**config.mk**
```make
export PLATFORM = sky130hd
export DESIGN_NAME = mc_controller_flat
export DESIGN_NICKNAME = d
export VERILOG_FILES = /design/src/rtl/mc_controller_if.sv /design/src/rtl/mc_controller.sv /design/src/flat_wrapper.sv
export SDC_FILE = /design/constraint.sdc
export NUM_CORES = 1
export LEC_CHECK = 0
export ABC_AREA = 1
export CELL_PAD_IN_SITES_DETAIL_PLACEMENT = 0
export CELL_PAD_IN_SITES_GLOBAL_PLACEMENT = 1
export CORE_UTILIZATION = 25
export CTS_CLUSTER_DIAMETER = 150
export DETAILED_ROUTE_END_ITERATION = 16
export GPL_TIMING_DRIVEN = 0
export PLACE_DENSITY = 0.83
export SLEW_MARGIN = 20
export SYNTH_ARGS = -nofsm -noshare
export SYNTH_HDL_FRONTEND = slang
export SYNTH_SLANG_ARGS = --single-unit
```
**constraint.sdc**
```tcl
create_clock -name clk -period 2 [get_ports clk]
set_clock_uncertainty 0.2 [all_clocks]
set_input_delay 0.6 -clock clk [delete_from_list [all_inputs] [get_ports clk]]
set_output_delay 0.6 -clock clk [all_outputs]
set_load 0.02 [all_outputs]
```
**src/rtl/mc_controller_if.sv**
```systemverilog
// Control bundle between the multi-cycle sequencer and the MIPS datapath/memory.
// master = sequencer side, slave = datapath side.
interface mc_controller_if;
    logic [5:0] op;
    logic [5:0] funct;
    logic       zero;
    logic       mem_ready;
    logic       mem_req;
    logic       mem_we;
    logic       iord;
    logic       ir_we;
    logic       pc_we;
    logic [1:0] pc_src;
    logic [1:0] alu_src_a;
    logic [1:0] alu_src_b;
    logic       ext_zero;
    logic [5:0] alu_op;
    logic       reg_we;
    logic [1:0] reg_dst;
    logic [1:0] wb_sel;
    logic       retire;
    logic       illegal;
    logic       fault;
    logic [3:0] state;

    modport master (
        input  op, funct, zero, mem_ready,
        output mem_req, mem_we, iord, ir_we, pc_we, pc_src, alu_src_a, alu_src_b,
               ext_zero, alu_op, reg_we, reg_dst, wb_sel, retire, illegal, fault, state
    );

    modport slave (
        output op, funct, zero, mem_ready,
        input  mem_req, mem_we, iord, ir_we, pc_we, pc_src, alu_src_a, alu_src_b,
               ext_zero, alu_op, reg_we, reg_dst, wb_sel, retire, illegal, fault, state
    );
endinterface

```
**src/rtl/mc_controller.sv**
```systemverilog
// Multi-cycle MIPS sequencer: steps each instruction through FETCH/DECODE/EXEC/MEM/WB
// over a shared instruction/data memory with a ready handshake and optional wait timeout.
module mc_controller #(
    parameter int MEM_TIMEOUT = 0
) (
    input  logic           clk,
    input  logic           rst_n,
    mc_controller_if.master bus
);
    typedef enum logic [3:0] {
        S_FETCH  = 4'd0,
        S_DECODE = 4'd1,
        S_MEMADR = 4'd2,
        S_MEM_RD = 4'd3,
        S_LW_WB  = 4'd4,
        S_MEM_WR = 4'd5,
        S_R_EX   = 4'd6,
        S_R_WB   = 4'd7,
        S_I_EX   = 4'd8,
        S_I_WB   = 4'd9,
        S_BRANCH = 4'd10,
        S_JUMP   = 4'd11,
        S_JAL    = 4'd12,
        S_JR     = 4'd13
    } state_t;

    localparam logic [5:0] OP_RTYPE = 6'b000000;
    localparam logic [5:0] OP_J     = 6'b000010;
    localparam logic [5:0] OP_JAL   = 6'b000011;
    localparam logic [5:0] OP_BEQ   = 6'b000100;
    localparam logic [5:0] OP_BNE   = 6'b000101;
    localparam logic [5:0] OP_ADDI  = 6'b001000;
    localparam logic [5:0] OP_SLTI  = 6'b001010;
    localparam logic [5:0] OP_ANDI  = 6'b001100;
    localparam logic [5:0] OP_ORI   = 6'b001101;
    localparam logic [5:0] OP_XORI  = 6'b001110;
    localparam logic [5:0] OP_LW    = 6'b100011;
    localparam logic [5:0] OP_SW    = 6'b101011;
    localparam logic [5:0] FN_JR    = 6'b001000;

    localparam logic [5:0] ALU_ADD  = 6'b100000;
    localparam logic [5:0] ALU_SUB  = 6'b100010;
    localparam logic [5:0] ALU_AND  = 6'b100100;
    localparam logic [5:0] ALU_OR   = 6'b100101;
    localparam logic [5:0] ALU_XOR  = 6'b100110;
    localparam logic [5:0] ALU_SLT  = 6'b101010;

    localparam int CW = (MEM_TIMEOUT > 1) ? $clog2(MEM_TIMEOUT + 1) : 1;

    state_t        state_q, state_d;
    logic [CW-1:0] wait_q, wait_d;
    logic          mem_state;
    logic          timeout_hit;

    logic       mem_req_c, mem_we_c, iord_c, ir_we_c, pc_we_c, ext_zero_c;
    logic       reg_we_c, retire_c, illegal_c, fault_c;
    logic [1:0] pc_src_c, alu_src_a_c, alu_src_b_c, reg_dst_c, wb_sel_c;
    logic [5:0] alu_op_c;

    always_ff @(posedge clk or negedge rst_n) begin
        if (!rst_n) begin
            state_q <= S_FETCH;
            wait_q  <= '0;
        end else begin
            state_q <= state_d;
            wait_q  <= wait_d;
        end
    end

    assign mem_state = (state_q == S_FETCH) || (state_q == S_MEM_RD) || (state_q == S_MEM_WR);

    // The counter only advances on a genuine wait cycle; any completion, abort or
    // state change leaves it at zero so each memory state starts counting afresh.
    generate
        if (MEM_TIMEOUT > 0) begin : g_timeout
            assign timeout_hit = mem_state && !bus.mem_ready &&
                                 (wait_q == CW'(MEM_TIMEOUT - 1));
            always_comb begin
                wait_d = '0;
                if (mem_state && !bus.mem_ready && !timeout_hit) begin
                    wait_d = wait_q + 1'b1;
                end
            end
        end else begin : g_no_timeout
            assign timeout_hit = 1'b0;
            assign wait_d      = '0;
        end
    endgenerate

    always_comb begin
        state_d     = state_q;
        mem_req_c   = 1'b0;
        mem_we_c    = 1'b0;
        iord_c      = 1'b0;
        ir_we_c     = 1'b0;
        pc_we_c     = 1'b0;
        pc_src_c    = 2'd0;
        alu_src_a_c = 2'd0;
        alu_src_b_c = 2'd0;
        ext_zero_c  = 1'b0;
        alu_op_c    = 6'd0;
        reg_we_c    = 1'b0;
        reg_dst_c   = 2'd0;
        wb_sel_c    = 2'd0;
        retire_c    = 1'b0;
        illegal_c   = 1'b0;
        fault_c     = 1'b0;

        case (state_q)
            S_FETCH: begin
                mem_req_c   = 1'b1;
                alu_src_b_c = 2'd1;
                alu_op_c    = ALU_ADD;
                if (bus.mem_ready) begin
                    ir_we_c = 1'b1;
                    pc_we_c = 1'b1;
                    state_d = S_DECODE;
                end
            end
            S_DECODE: begin
                // Branch target is computed speculatively here and held in ALUOut.
                alu_src_b_c = 2'd3;
                alu_op_c    = ALU_ADD;
                case (bus.op)
                    OP_LW, OP_SW:  state_d = S_MEMADR;
                    OP_RTYPE:      state_d = (bus.funct == FN_JR) ? S_JR : S_R_EX;
                    OP_ADDI, OP_ANDI, OP_ORI, OP_XORI, OP_SLTI: state_d = S_I_EX;
                    OP_BEQ, OP_BNE: state_d = S_BRANCH;
                    OP_J:          state_d = S_JUMP;
                    OP_JAL:        state_d = S_JAL;
                    default: begin
                        illegal_c = 1'b1;
                        retire_c  = 1'b1;
                        state_d   = S_FETCH;
                    end
                endcase
            end
            S_MEMADR: begin
                alu_src_a_c = 2'd1;
                alu_src_b_c = 2'd2;
                alu_op_c    = ALU_ADD;
                state_d     = (bus.op == OP_LW) ? S_MEM_RD : S_MEM_WR;
            end
            S_MEM_RD: begin
                mem_req_c = 1'b1;
                iord_c    = 1'b1;
                if (bus.mem_ready) state_d = S_LW_WB;
            end
            S_LW_WB: begin
                reg_we_c = 1'b1;
                wb_sel_c = 2'd1;
                retire_c = 1'b1;
                state_d  = S_FETCH;
            end
            S_MEM_WR: begin
                mem_req_c = 1'b1;
                mem_we_c  = 1'b1;
                iord_c    = 1'b1;
                if (bus.mem_ready) begin
                    retire_c = 1'b1;
                    state_d  = S_FETCH;
                end
            end
            S_R_EX: begin
                alu_op_c    = bus.funct;
                alu_src_a_c = (bus.funct[5:2] == 4'b0000) ? 2'd2 : 2'd1;
                state_d     = S_R_WB;
            end
            S_R_WB: begin
                reg_we_c  = 1'b1;
                reg_dst_c = 2'd1;
                retire_c  = 1'b1;
                state_d   = S_FETCH;
            end
            S_I_EX: begin
                alu_src_a_c = 2'd1;
                alu_src_b_c = 2'd2;
                case (bus.op)
                    OP_ANDI: begin alu_op_c = ALU_AND; ext_zero_c = 1'b1; end
                    OP_ORI:  begin alu_op_c = ALU_OR;  ext_zero_c = 1'b1; end
                    OP_XORI: begin alu_op_c = ALU_XOR; ext_zero_c = 1'b1; end
                    OP_SLTI: alu_op_c = ALU_SLT;
                    default: alu_op_c = ALU_ADD;
                endcase
                state_d = S_I_WB;
            end
            S_I_WB: begin
                reg_we_c = 1'b1;
                retire_c = 1'b1;
                state_d  = S_FETCH;
            end
            S_BRANCH: begin
                alu_src_a_c = 2'd1;
                alu_op_c    = ALU_SUB;
                pc_src_c    = 2'd1;
                pc_we_c     = ((bus.op == OP_BEQ) && bus.zero) ||
                              ((bus.op == OP_BNE) && !bus.zero);
                retire_c    = 1'b1;
                state_d     = S_FETCH;
            end
            S_JUMP: begin
                pc_we_c  = 1'b1;
                pc_src_c = 2'd2;
                retire_c = 1'b1;
                state_d  = S_FETCH;
            end
            S_JAL: begin
                // PC already holds PC+4, which is exactly the link value for $31.
                pc_we_c   = 1'b1;
                pc_src_c  = 2'd2;
                reg_we_c  = 1'b1;
                reg_dst_c = 2'd2;
                wb_sel_c  = 2'd2;
                retire_c  = 1'b1;
                state_d   = S_FETCH;
            end
            S_JR: begin
                pc_we_c  = 1'b1;
                pc_src_c = 2'd3;
                retire_c = 1'b1;
                state_d  = S_FETCH;
            end
            default: state_d = S_FETCH;
        endcase

        // Abort keeps the request and selects stable but suppresses every write.
        if (timeout_hit) begin
            ir_we_c  = 1'b0;
            pc_we_c  = 1'b0;
            mem_we_c = 1'b0;
            fault_c  = 1'b1;
            state_d  = S_FETCH;
        end
    end

    assign bus.mem_req   = rst_n & mem_req_c;
    assign bus.mem_we    = rst_n & mem_we_c;
    assign bus.iord      = rst_n & iord_c;
    assign bus.ir_we     = rst_n & ir_we_c;
    assign bus.pc_we     = rst_n & pc_we_c;
    assign bus.ext_zero  = rst_n & ext_zero_c;
    assign bus.reg_we    = rst_n & reg_we_c;
    assign bus.retire    = rst_n & retire_c;
    assign bus.illegal   = rst_n & illegal_c;
    assign bus.fault     = rst_n & fault_c;
    assign bus.pc_src    = rst_n ? pc_src_c    : 2'd0;
    assign bus.alu_src_a = rst_n ? alu_src_a_c : 2'd0;
    assign bus.alu_src_b = rst_n ? alu_src_b_c : 2'd0;
    assign bus.reg_dst   = rst_n ? reg_dst_c   : 2'd0;
    assign bus.wb_sel    = rst_n ? wb_sel_c    : 2'd0;
    assign bus.alu_op    = rst_n ? alu_op_c    : 6'd0;
    assign bus.state     = state_q;
endmodule

```
**src/flat_wrapper.sv**
```systemverilog
// flat-port wrapper written by rule: the top's interface ports become plain ports
module mc_controller_flat 
#(
    parameter int MEM_TIMEOUT = 0
)
  (clk, rst_n, bus_op, bus_funct, bus_zero, bus_mem_ready, bus_mem_req, bus_mem_we, bus_iord, bus_ir_we, bus_pc_we, bus_pc_src, bus_alu_src_a, bus_alu_src_b, bus_ext_zero, bus_alu_op, bus_reg_we, bus_reg_dst, bus_wb_sel, bus_retire, bus_illegal, bus_fault, bus_state);
  mc_controller_if bus_i ();
  input  logic clk;
  input  logic rst_n;
  input wire logic [$bits(bus_i.op)-1:0] bus_op;
  input wire logic [$bits(bus_i.funct)-1:0] bus_funct;
  input wire logic [$bits(bus_i.zero)-1:0] bus_zero;
  input wire logic [$bits(bus_i.mem_ready)-1:0] bus_mem_ready;
  output wire logic [$bits(bus_i.mem_req)-1:0] bus_mem_req;
  output wire logic [$bits(bus_i.mem_we)-1:0] bus_mem_we;
  output wire logic [$bits(bus_i.iord)-1:0] bus_iord;
  output wire logic [$bits(bus_i.ir_we)-1:0] bus_ir_we;
  output wire logic [$bits(bus_i.pc_we)-1:0] bus_pc_we;
  output wire logic [$bits(bus_i.pc_src)-1:0] bus_pc_src;
  output wire logic [$bits(bus_i.alu_src_a)-1:0] bus_alu_src_a;
  output wire logic [$bits(bus_i.alu_src_b)-1:0] bus_alu_src_b;
  output wire logic [$bits(bus_i.ext_zero)-1:0] bus_ext_zero;
  output wire logic [$bits(bus_i.alu_op)-1:0] bus_alu_op;
  output wire logic [$bits(bus_i.reg_we)-1:0] bus_reg_we;
  output wire logic [$bits(bus_i.reg_dst)-1:0] bus_reg_dst;
  output wire logic [$bits(bus_i.wb_sel)-1:0] bus_wb_sel;
  output wire logic [$bits(bus_i.retire)-1:0] bus_retire;
  output wire logic [$bits(bus_i.illegal)-1:0] bus_illegal;
  output wire logic [$bits(bus_i.fault)-1:0] bus_fault;
  output wire logic [$bits(bus_i.state)-1:0] bus_state;
  assign bus_i.op = bus_op;
  assign bus_i.funct = bus_funct;
  assign bus_i.zero = bus_zero;
  assign bus_i.mem_ready = bus_mem_ready;
  assign bus_mem_req = bus_i.mem_req;
  assign bus_mem_we = bus_i.mem_we;
  assign bus_iord = bus_i.iord;
  assign bus_ir_we = bus_i.ir_we;
  assign bus_pc_we = bus_i.pc_we;
  assign bus_pc_src = bus_i.pc_src;
  assign bus_alu_src_a = bus_i.alu_src_a;
  assign bus_alu_src_b = bus_i.alu_src_b;
  assign bus_ext_zero = bus_i.ext_zero;
  assign bus_alu_op = bus_i.alu_op;
  assign bus_reg_we = bus_i.reg_we;
  assign bus_reg_dst = bus_i.reg_dst;
  assign bus_wb_sel = bus_i.wb_sel;
  assign bus_retire = bus_i.retire;
  assign bus_illegal = bus_i.illegal;
  assign bus_fault = bus_i.fault;
  assign bus_state = bus_i.state;
  mc_controller #(.MEM_TIMEOUT(MEM_TIMEOUT)) u_core (.clk(clk), .rst_n(rst_n), .bus(bus_i));
endmodule
```
==> summary.txt, run 1 <==
CTS
  • Max Root-Sink Buffers: 2
  • Clock latency on the worst-skew pair: roughly 0.24 ns
  • CTS sink cnt: 4
  • CTS tree: built
  • Clock slew at reported path FFs: approximately 0.04 ns
  • Clock H-tree levels: 1
  • Root Driver: clkbuf_4
  • CTS buffer count: 3

Worst setup path
  • Worst-case reg-to-reg path depth: 8
  • WP data required: ~1.2 ns
  • WP data arrival: ~1.7 ns
  • Setup crit start kind: flip-flop
  • CP Class: reg2out
  • Worst-path maximum fanout: 4
  • Crit end category: output pin

Timing
  • TNS Setup: -6.71 ns
  • Final WS setup: -0.447 ns
  • Hold Fails Final Rpt: 0
  • Tmin final: between 2 and 2.5 ns
  • Achievable Freq: about 410 MHz
  • Final period util: 122%
  • Final Max Slew Viols: 0
  • RSZ-0062 raised after global routing: yes
  • Final setup fails: 24

Synth
  • EDFF count, synth: 0
  • Synth Cell Area: a little over 900 sq um
  • Adder-cell share of the synthesized area: 0%
  • Multiplexer share of the synthesized area: 0%
  • Post-synthesis async set-or-reset flop share: 100%
  • Largest family of logic cells by synthesized area: simple AND/OR/NAND/NOR gates
  • YS warnings: 0
  • Synth Instances: around 180
  • Syn Area/Cell: approximately 5.1 sq um
  • Syn_nets: a little under 200
  • Unique masters post-synth: 26
  • Xor and xnor fraction of the mapped netlist area: 0%
  • Synth Area in Simple Gates: roughly three fifths
  • Synth Register Bits: 4
  • Synth Flop Type: dfrtp_1
  • Sequential area share after synthesis: 11.0%
  • Compound-cell area share of the yosys netlist: 14.7%

Placed design
  • Gpl congestion: between 0.8 and 0.9
  • Place WS: -1.44 ns
  • I/O Buffers: 44
  • DPL Wire Length: between 2 and 3 mm

Job
  • Max-cap violation count: 0

GRT
  • GRT Overall Usage: around 19%
  • Largest net degree at the start of global routing: 8
  • Initial antenna violation count: 0
  • Number of global-route vias before repair: 1334
  • First-pass GRT wire length: ~6 mm
  • Remaining Overflow, GRT: 0

Floorplanning
  • Die X: 62.4 um
  • I/O pin count: 46
  • # rows: 21
  • Die height: ~62 um
  • Die area: between 0.003 and 0.004 sq mm
  • Starting Density: about a quarter
  • Core area: 0.00342 sq mm

Power
  • Leak: 1.01 nW
  • Pwr dens: approximately 750 mW/mm^2
  • Comb pwr share: ~84%
  • Sw Share: between 50% and 60%
  • Seq pwr share: 10.1%
  • Net load switching power: about 0.8 mW
  • Int Pwr: roughly 0.79 mW
  • VDD IR-drop max: approximately 430 uV
  • Clock network power share: under 10%

Layout
  • Area of the multi-input gates: 0.00105 sq mm
  • Layout fillers: 310
  • Syn-to-layout area delta: 136%
  • Commonest cells after routing, fill and taps aside: 33 x buf_4, 28 x nand2_1, 26 x buf_6
  • Largest register FFs: 4
  • Layout Nets: 277
  • Reg area: ~110 sq um
  • Most common cell after layout, fill and taps aside: buf_4
  • Antenna cells: 0
  • Layout cells sized above 1: about three fifths

Detailed routing
  • Residual DRC: 0
  • Number of vias per cell: 4.68
  • Drt pass-1 iters: 4
  • Vias: approximately 1400
  • Avg WL per Cell: roughly 13 um
  • Final wirelength: between 3 and 4 mm
  • Iteration-0 DRC Markers: 74
  • Post-route ant nets: 0

Hold path
  • Worst Hold Class: in2async

Run status
  • Status: finished, violations left
  • Failing checks: setup timing
cells in the mapped netlist (2+ instances only):
| cell type | number | area (sq um) |
|---|---|---|
| nand2_1 | 42 | 158 |
| nand3_1 | 19 | 95.1 |
| nand2_2 | 3 | 18.8 |
| nor3_1 | 7 | 35.0 |
| inv_1 | 25 | 93.8 |
| or2_1 | 2 | 12.5 |
| dfrtp_1 | 4 | 100 |
| nor2_1 | 28 | 105 |
| a31oi_1 | 3 | 18.8 |
| buf_4 | 2 | 15.0 |
| nor2_4 | 4 | 45.0 |
| o21ai_0 | 7 | 35.0 |
| nor2_2 | 5 | 31.3 |
| inv_2 | 5 | 18.8 |
| a21oi_1 | 11 | 55.1 |
per-stage QoR:
stage               hold WS (ns)  utilization [%]  cell area [sq um]  power, mW  instances
floorplan                  0.104                -               1080      0.751        178
detailed placement         0.516             46.2               1580       1.07        268
CTS                        0.521             57.0               1950       1.40        298
finish                     0.556             63.0               2150       1.61        305
global route               0.559             63.0               2150       1.71        305
global placement           0.513             46.2               1580       1.07        268
routing by layer:
metal / share of wire [%] / global-route usage [%]
met5: 0 / 0
met2: 52 / 34.2
met1: 43 / 24.2
met4: 1.3 / 4.07
met3: 3.8 / 4.20
power groups by stage:
stage          Sequential [mW]  Clock, mW  Combinational, mW
4_1_cts                  0.163      0.107               1.13
3_5_place_dp             0.165          0              0.904
5_1_grt                  0.168      0.116               1.42
6_report                 0.164     0.0999               1.35
3_3_place_gp             0.166          0              0.904
2_1_floorplan            0.187          0              0.564
worst max-delay path, cell delays in order (launching register included):
cell,delay [ns]
dfrtp_2,0.45
buf_12,0.16
nand2_8,0.09
nor2_4,0.05
inv_2,0.09
nand2_1,0.06
nor2_1,0.10
nand3_1,0.10
nand2_1,0.12
nand2_2,0.06
buf_6,0.13
final cells by class:
type | instances | area share, %
multi-input combinational | 140 | 48.9
buffer | 4 | 2.33
clock buffer | 3 | 1.05
tap | 46 | 2.67
timing repair buffer | 78 | 34.6
sequential | 4 | 4.88
inverter | 30 | 5.58
timing repair:
action,in CTS,in global routing
gates resized for setup,227,41
buffers inserted,24,8
endpoints found under the setup margin,29,26
endpoints found under the hold margin,4,0
pin swaps,22,16
hold buffers,1,0
gates cloned,2,0
cells by family after synthesis:
group,Yosys count
DFF,4
other,1
buffers and inverters,34
AOI/OAI and AO/OA,24
and+or+nand+nor,115
final timing paths:
path	slack (ns)	from	endpoint
worst max-delay path	-0.45	u_core.bus.state[1]$_DFFE_PN0P_	bus_retire
worst min-delay path	0.56	rst_n	u_core.bus.state[0]$_DFFE_PN0P_
worst max register to register	0.36	u_core.bus.state[3]$_DFFE_PN0P_	u_core.bus.state[2]$_DFFE_PN0P_
worst min register to register	0.56	u_core.bus.state[0]$_DFFE_PN0P_	u_core.bus.state[0]$_DFFE_PN0P_
max in group asynchronous	0.86	rst_n	u_core.bus.state[1]$_DFFE_PN0P_
min in group clk	0.56	u_core.bus.state[0]$_DFFE_PN0P_	u_core.bus.state[0]$_DFFE_PN0P_
Power figures use the tool's default switching activity.
==> run 2: changes to the inputs <==
--- a/config.mk
+++ b/config.mk
@@ -12,8 +12,7 @@
 export CTS_CLUSTER_DIAMETER = 150
 export DETAILED_ROUTE_END_ITERATION = 16
 export GPL_TIMING_DRIVEN = 0
-export PLACE_DENSITY = 0.83
-export SLEW_MARGIN = 20
+export PLACE_DENSITY_LB_ADDON = 0.1
 export SYNTH_ARGS = -nofsm -noshare
 export SYNTH_HDL_FRONTEND = slang
 export SYNTH_SLANG_ARGS = --single-unit
==> run 2 against run 1 <==
Net effect:
- the flow still finishes with violations (setup timing)
- core utilization rose by 2.9 points
- hold slack got worse by 0.50 ns
- final area rose by 4.6%
- non-clock buffer count rose by 5
- wire length rose by 0.15%
- register-to-register slack got worse by 0.02 ns
- clock power fell by 3.1%
- sequential share of layout area fell by 0.21 points
==> summary.txt, run 2 (synthesized netlist as in run 1, its figures left out) <==
Run status
  • Status: finished, violations left
  • Failing checks: setup timing

CTS
  • CTS tree: built
  • Clock latency on the worst-skew pair: 0.23 ns
  • Hold Buf Count CTS: 0
  • Clock H-tree levels: 1
  • CTS buffer count: 3
  • Clock slew at reported path FFs: roughly 0.030 ns
  • Max Root-Sink Buffers: 2
  • CTS sink cnt: 4
  • Root Driver: clkbuf_4

Layout
  • Layout cells sized above 1: between 60% and 70%
  • Most common cell after layout, fill and taps aside: buf_4
  • Post-route insts no fill: 310
  • Largest register FFs: 4
  • Syn-to-layout area delta: 146%
  • Commonest cells after routing, fill and taps aside: 34 x buf_4, 31 x buf_6, 29 x nand2_1
  • Layout Nets: 282
  • Antenna cells: 0

Detailed routing
  • Final wirelength: ~4.0 mm
  • Number of vias per cell: ~4.8
  • Drt pass-1 iters: 4
  • Iteration-0 DRC Markers: 38
  • Vias: between 1000 and 1500
  • Residual DRC: 0
  • Avg WL per Cell: approximately 13 um
  • Post-route ant nets: 0

Power
  • Clock network power share: about 5.7%
  • Comb pwr share: 84.5%
  • Seq pwr share: around a tenth
  • Sw Share: 50.0%
  • Leak: between 1 and 1.5 nW
  • Int Pwr: 0.855 mW
  • VDD IR-drop max: 701 uV
  • Net load switching power: 0.855 mW
  • Pwr dens: 760 mW/mm^2

Floorplanning
  • Die height: around 62 um
  • Die area: about 0.0039 sq mm
  • Starting Density: a little over a quarter
  • # rows: 21
  • I/O pin count: 46
  • Die X: between 60 and 70 um
  • Core area: about 0.0034 sq mm

Worst setup path
  • Worst path max stage delay: approximately 0.45 ns
  • Worst R2R End: u_core.bus.state[0]$_DFFE_PN0P_
  • Slowest CP cell: dfrtp_2
  • Crit end category: output pin
  • Worst-path maximum fanout: 5
  • WP data required: 1.20 ns
  • WP data arrival: 1.62 ns
  • Setup crit start kind: flip-flop
  • R2r setup slk: ~0.34 ns
  • Crit-path leading delay family: simple AND/OR/NAND/NOR gates
  • CP cell instances: inv_2, nand2_4, nor2_4, nand3_2, nor2_4, inv_2, a21oi_4, buf_6
  • Worst-case reg-to-reg path depth: 8
  • CP Class: reg2out
  • Critical path buffers and inverters: 3
  • R2R Path Start: u_core.bus.state[3]$_DFFE_PN0P_

Timing
  • Achievable Freq: approximately 410 MHz
  • Final Max Slew Viols: 0
  • Tmin final: 2.42 ns
  • Final setup fails: 25
  • RSZ-0062 raised after global routing: yes
  • Hold WS: 0.0567 ns
  • Final period util: 121%
  • Hold Fails Final Rpt: 0
  • Final WS setup: -0.421 ns

Hold path
  • Worst Hold Class: in2async

Job
  • Max-cap violation count: 0

Placed design
  • I/O Buffers: 44
  • Inst Count DP: 268
  • Place WS: -1.49 ns
  • Gpl congestion: between 0.8 and 0.9
  • DPL Wire Length: approximately 2.7 mm

GRT
  • Largest net degree at the start of global routing: 9
  • First-pass GRT wire length: 6.35 mm
  • GRT Overall Usage: around a fifth
  • Remaining Overflow, GRT: 0
  • Initial antenna violation count: 0
  • Number of global-route vias before repair: between 1000 and 1500
## run 2: cell types whose count changed in the layout (fill, tap and decap cells not counted), sizes merged
cell | previous run | this run
buf | 69 | 75
clkdlybuf4s15 | 0 | 1
dlygate4sd3 | 1 | 0
dlymetal6s2s | 1 | 0
## run 2: layout make-up
class,instances,area [sq um]
plain buffers,4,50.0
repair buffers,83,806
fillers,310,1160
well taps,46,57.6
clock buffers,3,22.5
multi-input cells,140,1080
flip-flops and latches,4,105
inverters,30,125
## run 2: routing by layer
metal  vias up  global-route usage, %  share of wire [%]
li1        746                      -                  -
met1       678                   26.3                 45
met2        46                   35.6                 50
met3         5                   1.28                4.6
met4         0                   4.36               0.83
met5         -                      0                  0
## run 2: worst register-to-register path: cells and delay by family, from the launching register on
| kind | cells | cell delay, ns |
|---|---|---|
| simple gates | 4 | 0.53 |
| compound gates | 1 | 0.06 |
| buf+inv | 3 | 0.33 |
| flops | 1 | 0.47 |
## run 2: worst max-delay path by stage
stage          slack, ns  cells past startpoint                             from             to
2_1_floorplan      -0.12                      6                        bus_op[5]      bus_pc_we
6_report           -0.42                      8  u_core.bus.state[2]$_DFFE_PN0P_  bus_alu_op[2]
5_1_grt            -0.49                      9  u_core.bus.state[3]$_DFFE_PN0P_      bus_pc_we
3_5_place_dp       -1.49                      6                            rst_n     bus_mem_we
4_1_cts            -0.38                      8  u_core.bus.state[1]$_DFFE_PN0P_  bus_alu_op[2]
3_3_place_gp       -1.46                      6                            rst_n    bus_mem_req
## run 2: power by group through the flow
| stage | clock (mW) | sequential [mW] | combinational (mW) |
|---|---|---|---|
| finish | 0.0968 | 0.169 | 1.44 |
| global route | 0.107 | 0.175 | 1.53 |
| floorplan | 0 | 0.187 | 0.564 |
| detailed placement | 0 | 0.167 | 0.912 |
| global placement | 0 | 0.167 | 0.902 |
| CTS | 0.101 | 0.165 | 1.28 |
## run 2: per-stage QoR
step,area (sq um),setup TNS [ns],power (mW),utilization (%)
6_report,2250,-7.21,1.71,65.9
5_1_grt,2250,-8.80,1.81,65.9
4_1_cts,2070,-6.69,1.55,60.6
3_5_place_dp,1580,-34.31,1.08,46.2
3_3_place_gp,1580,-34.11,1.07,46.2
2_1_floorplan,1080,-1.26,0.751,-
## run 2: what timing repair did
action / in CTS / in global routing
endpoints found under the setup margin: 30 / 26
resized for setup: 251 / 35
gates cloned: 2 / 0
setup buffers: 30 / 8
pin swaps: 27 / 19
==> run 3: changes to the inputs <==
--- a/config.mk
+++ b/config.mk
@@ -6,6 +6,7 @@
 export NUM_CORES = 1
 export LEC_CHECK = 0
 export ABC_AREA = 1
+export ABC_CLOCK_PERIOD_IN_PS = 2000
 export CELL_PAD_IN_SITES_DETAIL_PLACEMENT = 0
 export CELL_PAD_IN_SITES_GLOBAL_PLACEMENT = 1
 export CORE_UTILIZATION = 25
==> results of run 3 <==
Final layout, timing and power as in run 2 (identical DEF).
